`config.mk`:
```
export PLATFORM = sky130hd
export DESIGN_NAME = ps2_key_event_queue
export DESIGN_NICKNAME = d
export VERILOG_FILES = /design/src/rtl/ps2_pkg.sv /design/src/rtl/ps2_evt_fifo.sv /design/src/rtl/ps2_key_event_queue.sv
export SDC_FILE = /design/constraint.sdc
export NUM_CORES = 1
export LEC_CHECK = 0
export BUFFER_PORTS_ARGS = -buffer_cell sky130_fd_sc_hd__buf_2
export CORE_ASPECT_RATIO = 0.9
export CORE_MARGIN = 4
export CORE_UTILIZATION = 40
export CTS_CLUSTER_DIAMETER = 50
export DETAILED_ROUTE_END_ITERATION = 12
export PLACE_DENSITY = 0.64
export SLEW_MARGIN = 20
export SYNTH_ARGS = -nofsm -noshare
export SYNTH_HDL_FRONTEND = slang
export SYNTH_SLANG_ARGS = --single-unit
```
`constraint.sdc`:
```
create_clock -name clk -period 3.5 [get_ports clk]
set_input_delay 0.175 -clock clk [delete_from_list [all_inputs] [get_ports clk]]
set_output_delay 0.175 -clock clk [all_outputs]
set_load 0.02 [all_outputs]
```
`src/rtl/ps2_pkg.sv`:
```
// ps2_pkg: shared PS/2 set-2 constants, decoder state encoding and event width
package ps2_pkg;
  localparam logic [7:0] PS2_EXT  = 8'hE0;
  localparam logic [7:0] PS2_BRK  = 8'hF0;
  localparam logic [7:0] PS2_BAT  = 8'hAA;
  localparam logic [7:0] PS2_ERR0 = 8'h00;
  localparam logic [7:0] PS2_ERR1 = 8'hFF;
  localparam int EVT_W = 10;
  // bit0 = extended prefix seen, bit1 = break prefix seen
  typedef enum logic [1:0] {
    ST_IDLE    = 2'b00,
    ST_EXT     = 2'b01,
    ST_BRK     = 2'b10,
    ST_EXT_BRK = 2'b11
  } ps2_state_e;
endpackage

```
`src/rtl/ps2_evt_fifo.sv`:
```
// ps2_evt_fifo: registered first-word-fall-through FIFO for key events
//   push/din   write side; push is ignored when full unless a pop happens in the same cycle
//   pop/dout   read side; dout is the head (zero when empty), pop ignored when empty
//   valid      non-empty; count occupancy 0..DEPTH; full count==DEPTH
module ps2_evt_fifo #(
  parameter int WIDTH = 10,
  parameter int DEPTH = 8
) (
  input  logic                     clk,
  input  logic                     reset,
  input  logic                     push,
  input  logic [WIDTH-1:0]         din,
  input  logic                     pop,
  output logic [WIDTH-1:0]         dout,
  output logic                     valid,
  output logic [$clog2(DEPTH):0]   count,
  output logic                     full
);
  localparam int AW = $clog2(DEPTH);
  logic [WIDTH-1:0] mem_q [DEPTH];
  logic [AW-1:0] wr_q, rd_q;
  logic [AW:0] cnt_q;
  logic do_pop, do_push;
  assign valid = cnt_q != '0;
  assign full = cnt_q == (AW+1)'(DEPTH);
  assign count = cnt_q;
  assign do_pop = pop & valid;
  // a full FIFO still accepts a push when the head leaves in the same cycle
  assign do_push = push & (!full | do_pop);
  assign dout = valid ? mem_q[rd_q] : '0;
  always_ff @(posedge clk or posedge reset) begin
    if (reset) begin
      wr_q <= '0;
      rd_q <= '0;
      cnt_q <= '0;
    end else begin
      wr_q <= wr_q + AW'(do_push);
      rd_q <= rd_q + AW'(do_pop);
      cnt_q <= cnt_q + (AW+1)'(do_push) - (AW+1)'(do_pop);
    end
  end
  always_ff @(posedge clk) begin
    if (do_push) mem_q[wr_q] <= din;
  end
endmodule

```
`src/rtl/ps2_key_event_queue.sv`:
```
// ps2_key_event_queue: decodes PS/2 set-2 bytes into {ext, brk, code} events and queues them
//   rx_data/rx_valid/rx_err  byte stream and error strobe from the PS/2 receiver
//   evt_code/ext/brk/valid   head event, popped with evt_ready
//   last_code                most recent non-prefix code byte
//   count/overflow           FIFO occupancy and sticky drop flag (overflow_clr clears)
module ps2_key_event_queue
  import ps2_pkg::*;
#(
  parameter int DEPTH = 8,
  parameter int TIMEOUT_CYCLES = 50000,
  parameter bit DROP_BREAK = 1'b0
) (
  input  logic                   clk,
  input  logic                   reset,
  input  logic [7:0]             rx_data,
  input  logic                   rx_valid,
  input  logic                   rx_err,
  output logic [7:0]             evt_code,
  output logic                   evt_ext,
  output logic                   evt_brk,
  output logic                   evt_valid,
  input  logic                   evt_ready,
  output logic [7:0]             last_code,
  output logic [$clog2(DEPTH):0] count,
  output logic                   overflow,
  input  logic                   overflow_clr
);
  localparam int TW = $clog2(TIMEOUT_CYCLES + 1);
  ps2_state_e st_q, st_d;
  logic [TW-1:0] timer_q, timer_d;
  logic [7:0] last_q, last_d;
  logic ovf_q, ovf_d;
  logic emit, push, full, drop;
  logic [EVT_W-1:0] head;
  always_comb begin
    st_d = st_q;
    emit = 1'b0;
    if (rx_err) st_d = ST_IDLE;
    else if (rx_valid) begin
      if (rx_data == PS2_ERR0 || rx_data == PS2_ERR1) st_d = ST_IDLE;
      else if (rx_data == PS2_EXT) st_d = st_q[1] ? ST_EXT_BRK : ST_EXT;
      else if (rx_data == PS2_BRK) st_d = st_q[0] ? ST_EXT_BRK : ST_BRK;
      else begin
        emit = 1'b1;
        st_d = ST_IDLE;
      end
    end else if (st_q != ST_IDLE && timer_q == TW'(TIMEOUT_CYCLES - 1)) st_d = ST_IDLE;
  end
  // timer only runs while a prefix is waiting for its next byte
  assign timer_d = (st_d == ST_IDLE || rx_valid) ? '0 : timer_q + TW'(1);
  assign last_d = emit ? rx_data : last_q;
  assign push = emit & !(DROP_BREAK & st_q[1]);
  assign drop = push & full & !(evt_valid & evt_ready);
  assign ovf_d = drop ? 1'b1 : overflow_clr ? 1'b0 : ovf_q;
  always_ff @(posedge clk or posedge reset) begin
    if (reset) begin
      st_q <= ST_IDLE;
      timer_q <= '0;
      last_q <= '0;
      ovf_q <= 1'b0;
    end else begin
      st_q <= st_d;
      timer_q <= timer_d;
      last_q <= last_d;
      ovf_q <= ovf_d;
    end
  end
  ps2_evt_fifo #(.WIDTH(EVT_W), .DEPTH(DEPTH)) u_fifo (
    .clk(clk),
    .reset(reset),
    .push(push),
    .din({st_q[0], st_q[1], rx_data}),
    .pop(evt_ready),
    .dout(head),
    .valid(evt_valid),
    .count(count),
    .full(full)
  );
  assign {evt_ext, evt_brk, evt_code} = head;
  assign last_code = last_q;
  assign overflow = ovf_q;
endmodule
```
==> flow_metrics.py, run 1 <==
metrics = {
    "grt": {
        "grtUsageTotal_pct": 14.75,
        "overflow": 0,
        "grt_max_degree": 38,
        "grt_pass1_wl_mm": 15.90,
        "antenna_found_initial": 0,
        "grt_pass1_vias": 2849,
    },
    "worst_setup_path": {
        "start_kind": "flip-flop",
        "rrSetupSlack_ps": 970,
        "r2r_start": "u_fifo.count[2]",
        "cp_slowest_stage_delay_ps": 980,
        "crit_buf_inv": 1,
        "reg2reg_depth": 10,
        "end_kind": "output pin",
        "path_cells": "mux4_2 -> mux2i_1 -> nor2_1 -> buf_2",
        "path_delay_family": "flip-flops",
        "path_max_fanout": 21,
        "crit_slowest_cell": "dfrtp_1",
        "r2r-end": "u_fifo.count[2]",
        "critPathArrivalTime_ps": 2410,
        "crit_required_ps": 3320,
        "critPathKind": "flip-flop to output pin",
        "cp_num_cells": 4,
    },
    "routing": {
        "drc": 0,
        "drt-initial-drc-count": 175,
        "viasPerCell": 5.333,
        "via_count": 2848,
        "ant_nets": 0,
        "wl_per_cell_um": 18.66,
        "firstDrtPassIters": 5,
        "wirelength_mm": 9.962,
    },
    "floorplan": {
        "die_h_um": 114.8,
        "core_area_um2": 12220,
        "rows": 38,
        "die_area_um2": 14550,
        "start_util_pct": 41.52,
        "fp.dieW_um": 126.7,
        "io_pins": 38,
    },
    "clock_tree": {
        "cts-htree-levels": 4,
        "cts_sinks": 117,
        "clock_path_buffers": 2,
        "cts_tree": "done",
        "clk_pin_slew_ps": 50,
        "cts_made_buffers": 17,
        "cts_setup_buffers": 0,
        "clockRootBuffer": "clkbuf_16",
        "clk-insertion-delay-late_ps": 410,
    },
    "worst_hold_path": {
        "hold_path_class": "primary input to flip-flop",
        "holdPathStages": 1,
        "min_delay_worst_endpoint": "u_fifo.mem_q[0][3]",
        "hp-start": "rx_data[3]",
    },
    "timing": {
        "setup_viol": 0,
        "relSlewSlack_pct": 34.61,
        "slew_viol_final": 0,
        "whs_ps": 77.20,
        "fin_setup_tns_ps": 0,
        "setup_ws_ps": 917.0,
        "fmax_ghz": 0.3871,
        "hold_viol_final": 0,
        "min_period_over_period_pct": 73.80,
        "rsz0062_at_grt": "false",
        "skew_ps": 7.112,
        "layout_min_cycle_time_ps": 2583,
        "tightest_slew_ps": 980.9,
    },
    "logic_synthesis": {
        "yosysWarningCount": 0,
        "synth-seq-cells": 117,
        "syn_nets": 332,
        "avgSynthCellArea_um2": 16.58,
        "synth_area_um2": 5074,
        "ys_types": 45,
        "synthCells": 306,
        "synth_seq_area_share_pct": 65.60,
    },
    "pwr": {
        "power.density_nw_per_um2": 768.9,
        "ir_drop_v": 0.0003588,
        "p_leak_nw": 2.220,
        "power_mw": 4.666,
    },
    "final_layout": {
        "nets": 387,
        "drive_gt1_share_pct": 32.09,
        "syn2layout_area_growth_pct": 19.61,
        "final_util_pct": 49.66,
        "antennaDiodeCount": 0,
    },
    "placed_design": {
        "gp_congestion": 0.7852,
        "io_buffer_count": 37,
        "dp_hpwl_mm": 6.434,
        "dp_slack_ps": 903.0,
    },
    "run_status": {
        "outcome": "complete, no violations",
    },
    "flow_run": {
        "drv_cap": 0,
    },
}
==> worst max-delay path by stage <==
stage | start | endpoint
floorplan | u_fifo.count[2] | u_fifo.mem_q[2][0]
global placement | rx_data[3] | u_fifo.count[2]
detailed placement | rx_data[1] | u_fifo.count[2]
CTS | u_fifo.rd_q[1] | evt_code[4]
global route | u_fifo.count[2] | u_fifo.count[2]
finish | u_fifo.rd_q[1] | evt_code[4]
==> power by group <==
| group | internal [mW] | total (mW) | switching, mW |
|---|---|---|---|
| sequential | 1.64 | 1.83 | 0.192 |
| combinational | 0.534 | 1.16 | 0.624 |
| clock | 1.11 | 1.68 | 0.574 |
==> layout by cell type, fill, tap and decap left out, types with 4 or more instances in the layout <==
cell type	netlist	routed
nor4b_2	1	4
dfrtp_1	37	37
buf_4	0	10
xnor2_1	10	10
xor2_1	7	7
edfxtp_1	80	80
clkinv_2	0	5
nor2_1	17	17
inv_1	16	16
mux2i_1	10	10
ha_1	11	11
nor4_1	7	6
nand3_1	9	9
a211oi_1	6	6
clkbuf_1	5	4
a211oi_2	8	8
clkbuf_16	0	17
buf_2	3	37
mux2_2	8	8
mux4_2	20	20
nor3_1	4	4
nand4_1	6	6
==> registers in the layout, indices dropped and copies added (netlist names) <==
name	count
u_fifo.rd_q	3
overflow	1
last_code	8
u_fifo.wr_q	3
u_fifo.mem_q	80
timer_q	16
u_fifo.count	4
st_q	2
==> repair_timing <==
| item | CTS | global route |
|---|---|---|
| hold buffers | 2 | 0 |
| gates resized for setup | 0 | 0 |
| hold endpoints to repair | 38 | 0 |
==> cell usage after synthesis, drive strengths merged <==
cell type | instances | area, um^2
a2111oi | 1 | 15.01
a211oi | 14 | 145.1
a21o | 1 | 7.510
a21oi | 3 | 18.77
a221oi | 2 | 35.04
a22oi | 1 | 7.510
a311o | 1 | 10.01
a31oi | 1 | 6.260
and2 | 3 | 18.77
and3 | 2 | 12.51
and4 | 3 | 26.28
buf | 8 | 72.56
clkbuf | 5 | 18.77
dfrtp | 37 | 925.9
edfxtp | 80 | 2402
fa | 1 | 20.02
ha | 11 | 137.6
inv | 16 | 60.06
mux2 | 8 | 90.09
mux2i | 10 | 100.1
mux4 | 20 | 450.4
nand2 | 2 | 7.510
nand2b | 3 | 18.77
nand3 | 9 | 45.04
nand3b | 1 | 7.510
nand4 | 6 | 37.54
nor2 | 17 | 63.81
nor2b | 1 | 6.260
nor3 | 4 | 20.02
nor4 | 7 | 43.79
nor4b | 4 | 41.29
nor4bb | 2 | 20.02
o211ai | 1 | 7.510
o21ai | 3 | 18.77
o22ai | 1 | 6.260
xnor2 | 10 | 87.58
xor2 | 7 | 61.31
==> metrics by stage <==
step,instance area [um^2],std cells
after floorplan,5074,306
after global placement,5474,500
after detailed placement,5474,500
after CTS,6068,534
after global routing,6068,534
final,6068,534
==> layer usage <==
metal	share of wire (%)	vias to the layer above	GRT usage (%)
met5	0	-	0
li1	-	1307	-
met4	1.2	0	5.361
met1	46	1449	20.24
met2	47	81	22.32
met3	5.8	11	4.645
==> final cells by class <==
type	count	area, um^2
clock buffer	21	440.4
multi-input combinational	160	1625
timing repair buffer	49	280.3
sequential	117	3328
fill	1038	6151
clock inverter	11	133.9
inverter	16	60.06
tap	160	200.2
==> logic make-up after synthesis <==
logic type,count (synthesis),synth area share [%]
buf+inv,29,2.984
simple gates,64,7.275
xor+xnor,17,2.935
mux,38,12.63
compound gates,29,5.475
flops,117,65.60
fa+ha+maj,12,3.107
Note: power is estimated with default switching activity, not from simulation.
==> run 2, diff against run 1 <==
Settings changed: PLACE_DENSITY 0.64 to 0.66.
Clock period 3.5 ns to 2.1 ns, I/O delays scaled along.
==> run 2 against run 1 <==
  * Via count rose by 0.56%
  * First-iteration DRC count rose by 33%
  * Sequential share of layout area down 2.4 points
  * Power is 72% higher
  * Flip-flop and latch count stayed put
  * Non-clock buffer count grew 20
  * Combinational power up 110%
  * Critical path type unchanged
  * Critical endpoint is now evt_code[5]
  * Setup slack worse by 870 ps
==> flow_metrics.py, run 2 (synthesized netlist as in run 1, its figures left out) <==
metrics = {
    "grt": {
        "antenna_found_initial": 0,
        "grtUsageTotal_pct": 14.86,
        "grt_max_degree": 21,
        "grt_pass1_vias": 2967,
        "overflow": 0,
        "grt_pass1_wl_mm": 16.39,
    },
    "pwr": {
        "ir_drop_v": 0.0007120,
        "power.density_nw_per_um2": 1260,
        "p_leak_nw": 2.357,
    },
    "final_layout": {
        "nets": 407,
        "final_area_um2": 6355,
        "final_common_cell": "edfxtp_1",
        "antennaDiodeCount": 0,
        "largest_register": "u_fifo.mem_q",
        "largest_register_ffs": 80,
        "multi_input_area_um2": 1733,
        "syn2layout_area_growth_pct": 25.25,
        "seq_area_um2": 3332,
        "drive_gt1_share_pct": 39.95,
        "final_cell_mix": "80 x edfxtp_1, 37 x buf_2, 34 x dfrtp_1, 26 x buf_4, 20 x mux4_2",
        "fillers": 1015,
    },
    "timing": {
        "fmax_ghz": 0.4883,
        "tightest_slew_ps": 749.2,
        "layout_min_cycle_time_ps": 2048,
        "rsz0062_at_grt": "true",
        "relSlewSlack_pct": 50.00,
        "setup_viol": 0,
        "skew_ps": 8.428,
        "slew_viol_final": 0,
        "whs_ps": 74.76,
        "min_period_over_period_pct": 97.53,
        "hold_viol_final": 0,
    },
    "floorplan": {
        "start_util_pct": 41.52,
        "fp.dieW_um": 126.7,
        "io_pins": 38,
        "die_h_um": 114.8,
        "rows": 38,
        "core_area_um2": 12220,
        "die_area_um2": 14550,
    },
    "placed_design": {
        "gp_congestion": 0.7903,
        "io_buffer_count": 37,
        "placed_cell_area_um2": 5763,
        "dp_hpwl_mm": 6.652,
    },
    "clock_tree": {
        "clk-insertion-delay-late_ps": 400,
        "clock_path_buffers": 2,
        "cts_sinks": 117,
        "cts_made_buffers": 17,
        "cts-htree-levels": 4,
        "clockRootBuffer": "clkbuf_16",
        "clk_pin_slew_ps": 50,
        "cts_tree": "done",
    },
    "routing": {
        "viasPerCell": 5.179,
        "via_count": 2864,
        "drt-initial-drc-count": 232,
        "wl_per_cell_um": 18.39,
        "drc": 0,
        "firstDrtPassIters": 5,
        "ant_nets": 0,
        "wirelength_mm": 10.17,
    },
    "run_status": {
        "outcome": "complete, no violations",
    },
    "worst_setup_path": {
        "critPathKind": "flip-flop to output pin",
        "path_max_fanout": 12,
        "end_kind": "output pin",
        "start_kind": "flip-flop",
        "crit_required_ps": 2000,
        "critPathArrivalTime_ps": 1940,
    },
    "flow_run": {
        "drv_cap": 0,
    },
    "worst_hold_path": {
        "hold_path_class": "primary input to flip-flop",
    },
}
-- run 2: cell count changes in the layout (fill, tap and decap cells not counted), sizes merged --
cell / before / now
clkinvlp: 2 / 1
clkbuf: 21 / 19
clkinv: 6 / 9
bufinv: 3 / 2
buf: 47 / 67
-- run 2: power by group --
group | switching, mW | leakage [nW] | internal, mW | total [mW]
Combinational | 1.26 | 0.887 | 1.13 | 2.39
Clock | 0.952 | 0.271 | 1.71 | 2.67
Sequential | 0.220 | 1.20 | 2.73 | 2.95
-- run 2: path summary, 6_finish.rpt --
kind                       cells after the start                 end       startpoint  slack [ps]
min in group asynchronous                      3     u_fifo.count[3]            reset         380
setup reg to reg                              10     u_fifo.count[2]  u_fifo.count[3]          70
max in group asynchronous                      4        last_code[2]            reset        1080
setup / recovery                               5         evt_code[5]   u_fifo.rd_q[0]          50
hold / removal                                 1  u_fifo.mem_q[6][1]       rx_data[1]          70
hold reg to reg                                1          timer_q[0]       timer_q[0]         490
-- run 2: layer usage --
layer / share of wire, % / track usage, % / up-vias
met4: 1.1 / 4.503 / 0
met5: 0 / 0 / -
met3: 5.3 / 4.134 / 9
li1: - / - / 1346
met2: 49 / 23.77 / 66
met1: 45 / 20.04 / 1443
-- run 2: layout make-up --
type	instances	area share, %
Inverter	16	0.9844
Multi-Input combinational cell	160	27.27
Timing Repair Buffer	69	7.561
Tap cell	160	3.150
Sequential cell	117	52.43
Clock buffer	19	6.812
Clock inverter	12	1.792
-- run 2: worst max-delay path, stage by stage, from the launching register on --
cell	delay [ps]
dfrtp_2	420
buf_12	180
mux4_2	530
mux2i_2	200
nor2_1	60
buf_2	160
-- run 2: metrics by stage --
| stage | instances | util, % | setup TNS, ps | setup WS [ps] | total power, mW |
|---|---|---|---|---|---|
| 6_report | 553 | 52.01 | 0 | 51.93 | 8.009 |
| 5_1_grt | 553 | 52.01 | -101.3 | -43.36 | 8.426 |
| 4_1_cts | 553 | 51.90 | 0 | 20.25 | 8.065 |
| 3_5_place_dp | 519 | 47.16 | 0 | 43.56 | 5.348 |
| 3_3_place_gp | 519 | 47.16 | 0 | 86.77 | 5.299 |
| 2_1_floorplan | 306 | - | -11590 | -243.2 | 4.547 |
-- run 2: repair_timing --
item / 4_1_cts / 5_1_grt
buffers inserted: 1 / 0
hold endpoints to repair: 19 / 0
hold buffers: 2 / 0
resized for setup: 2 / 5
endpoints found under the setup margin: 7 / 6
==> run 3, diff against run 2 <==
Settings changed: ABC_AREA set to 1, PLACE_DENSITY 0.66 to 0.64.
Clock period 2.1 ns to 2.25 ns, I/O delays scaled along.
==> run 3 against run 2 <==
  * Die area is 1.8% higher
  * Combinational power decreased by 3%
  * Count of clock-buffer cells in the layout down 2
  * Clock skew about the same
  * Critical path type unchanged
  * Highest routed layer unchanged
==> flow_metrics.py, run 3 <==
metrics = {
    "final_layout": {
        "drive_gt1_share_pct": 20.66,
        "fillers": 1114,
        "antennaDiodeCount": 0,
        "final_cell_mix": "90 x nor2_1, 80 x edfxtp_1, 49 x o21ai_0, 46 x nand2_1",
        "largest_register_ffs": 80,
        "largest_register": "u_fifo.mem_q",
        "final_util_pct": 49.49,
        "syn2layout_area_growth_pct": 21.44,
        "stdcell_count": 706,
        "nets": 555,
        "final_common_cell": "nor2_1",
        "final_area_um2": 6279,
    },
    "clock_tree": {
        "cts_made_buffers": 17,
        "clk_pin_slew_ps": 60,
        "cts-htree-levels": 4,
        "clk-insertion-delay-late_ps": 410,
        "cts_setup_buffers": 0,
        "clock_path_buffers": 2,
        "cts_sinks": 117,
        "clockRootBuffer": "clkbuf_16",
        "cts_tree": "done",
    },
    "grt": {
        "grt_max_degree": 42,
        "grtUsageTotal_pct": 16.50,
        "overflow": 0,
        "antenna_found_initial": 0,
        "grt_pass1_vias": 3601,
        "grt_pass1_wl_mm": 18.75,
    },
    "placed_design": {
        "io_buffer_count": 37,
        "placed_cell_area_um2": 5612,
        "dp_slack_ps": 203.2,
        "dp_hpwl_mm": 7.411,
        "gp_congestion": 0.8531,
        "placed_cells": 671,
    },
    "pwr": {
        "sw_frac_of_total_pct": 33.81,
        "combPwrFrac_pct": 29.5,
        "p_leak_nw": 2.495,
        "power_mw": 7.826,
        "power.density_nw_per_um2": 1246,
        "switchingPower_mw": 2.646,
        "p_seq_share_pct": 34.2,
        "ir_drop_v": 0.0006570,
        "pwr-share-clk_pct": 36.2,
        "internal-power_mw": 5.180,
    },
    "logic_synthesis": {
        "ys_types": 34,
        "synthCells": 470,
        "ys_async_sr_fraction_pct": 31.62,
        "netlist.area_leader.share_pct": 46.47,
        "yosysMostFrequentCell": "nor2_1",
        "yosys.area.top_type": "edfxtp_1",
        "synth_top_cells_by_area": "edfxtp_1 46%, dfrtp_1 18%, nor2_1 6.5%, o21ai_0 4.7%, nand2_1 3.3%",
        "synth_seq_area_share_pct": 64.38,
        "avgSynthCellArea_um2": 11.00,
        "syn_nets": 496,
        "synth-seq-cells": 117,
        "synthTopCellsByCount": "90 x nor2_1, 80 x edfxtp_1, 49 x o21ai_0, 46 x nand2_1, 37 x dfrtp_1",
        "synth_edf_count": 80,
        "synth_flop_cell": "edfxtp_1",
        "yosysWarningCount": 0,
        "synth_area_um2": 5170,
    },
    "timing": {
        "skew_ps": 8.803,
        "hold_viol_final": 0,
        "rsz0062_at_grt": "false",
        "setup_ws_ps": 150.9,
        "relSlewSlack_pct": 68.82,
        "min_period_over_period_pct": 93.29,
        "layout_min_cycle_time_ps": 2099,
        "whs_ps": 45.73,
        "slew_viol_final": 0,
        "setup_viol": 0,
        "tightest_slew_ps": 467.7,
        "fin_setup_tns_ps": 0,
        "fmax_ghz": 0.4764,
    },
    "floorplan": {
        "fp.dieW_um": 127.8,
        "io_pins": 38,
        "core_area_um2": 12690,
        "die_h_um": 115.9,
        "start_util_pct": 40.75,
        "die_area_um2": 14810,
        "rows": 39,
    },
    "flow_run": {
        "drv_cap": 0,
    },
    "routing": {
        "wirelength_mm": 11.48,
        "via_count": 3557,
        "ant_nets": 0,
        "wl_per_cell_um": 16.26,
        "firstDrtPassIters": 5,
        "drt-initial-drc-count": 373,
        "drc": 0,
        "viasPerCell": 5.038,
    },
    "worst_setup_path": {
        "cp_slowest_stage_delay_ps": 410,
        "crit_slowest_cell": "dfrtp_1",
        "start_kind": "flip-flop",
        "path_common_cell": "o21ai_0",
        "path_max_fanout": 41,
        "critPathKind": "flip-flop to output pin",
        "crit_required_ps": 2140,
        "path_cells": "buf_8 -> o21ai_0 -> o22ai_1 -> o21ai_0 -> a31oi_1 -> buf_2",
        "end_kind": "output pin",
        "critPathArrivalTime_ps": 1990,
    },
    "worst_hold_path": {
        "hold_path_class": "primary input to flip-flop",
    },
    "run_status": {
        "outcome": "complete, no violations",
    },
}
-- run 3: cell types whose count changed after synthesis, sizes merged, moves of 14 or more --
cell | before | now
a211oi | 14 | 0
inv | 16 | 36
mux4 | 20 | 0
nand2 | 2 | 48
nor2 | 17 | 101
o21ai | 3 | 51
-- run 3: cell type report --
class,instances,area [um^2],share of cell area [%]
clock buffers,17,425.4,6.776
clock inverters,15,201.4,3.208
inverters,36,137.6,2.192
multi-input cells,297,1608,25.61
flip-flops and latches,117,3328,53.01
well taps,164,205.2,3.268
repair buffers,60,372.9,5.939
-- run 3: worst max-delay path: cells and delay by family (launching register included) --
family	cells	cell delay, ps
buf+inv	2	510
flops	1	410
compound gates	4	650
-- run 3: logic make-up (layout without fill, tap and decap cells) --
| group | count (synthesis) | in the layout | share of synthesized area (%) |
|---|---|---|---|
| AO/OA/AOI/OAI | 74 | 74 | 7.696 |
| XOR/XNOR | 17 | 17 | 2.880 |
| adder cells (fa/ha/maj) | 12 | 12 | 3.049 |
| buffers and inverters | 56 | 128 | 4.526 |
| flip-flops | 117 | 117 | 64.38 |
| AND/OR/NAND/NOR | 194 | 194 | 17.47 |
-- run 3: repair_timing --
item / 4_1_cts / 5_1_grt
endpoints found under the hold margin: 39 / 0
endpoints found under the setup margin: 0 / 7
resized for setup: 0 / 5
hold buffers: 3 / 0
-- run 3: final timing paths --
check                                 from                 end  slack (ps)  cells after the start
min                             rx_data[1]  u_fifo.mem_q[1][1]          50                      1
max reg2reg                u_fifo.count[2]     u_fifo.count[2]         200                     10
min in group asynchronous            reset     u_fifo.count[1]         360                      4
min reg2reg                     timer_q[0]          timer_q[0]         460                      1
max                         u_fifo.rd_q[0]         evt_code[4]         150                      6
max in group asynchronous            reset        last_code[3]        1560                      4
-- run 3: power groups by stage --
| stage | registers, mW | logic, mW | clock network [mW] |
|---|---|---|---|
| 2_1_floorplan | 2.76 | 1.48 | 0 |
| 3_3_place_gp | 2.69 | 2.26 | 0 |
| 3_5_place_dp | 2.71 | 2.33 | 0 |
| 4_1_cts | 2.67 | 2.33 | 2.87 |
| 5_1_grt | 2.70 | 2.61 | 2.98 |
| 6_report | 2.68 | 2.31 | 2.84 |
-- run 3: layer usage --
layer	GRT usage [%]	up-vias	share of wire (%)
met3	5.115	10	5.6
met5	0	-	0
met4	4.668	0	0.91
met1	21.77	1712	46
met2	26.55	94	48
li1	-	1741	-
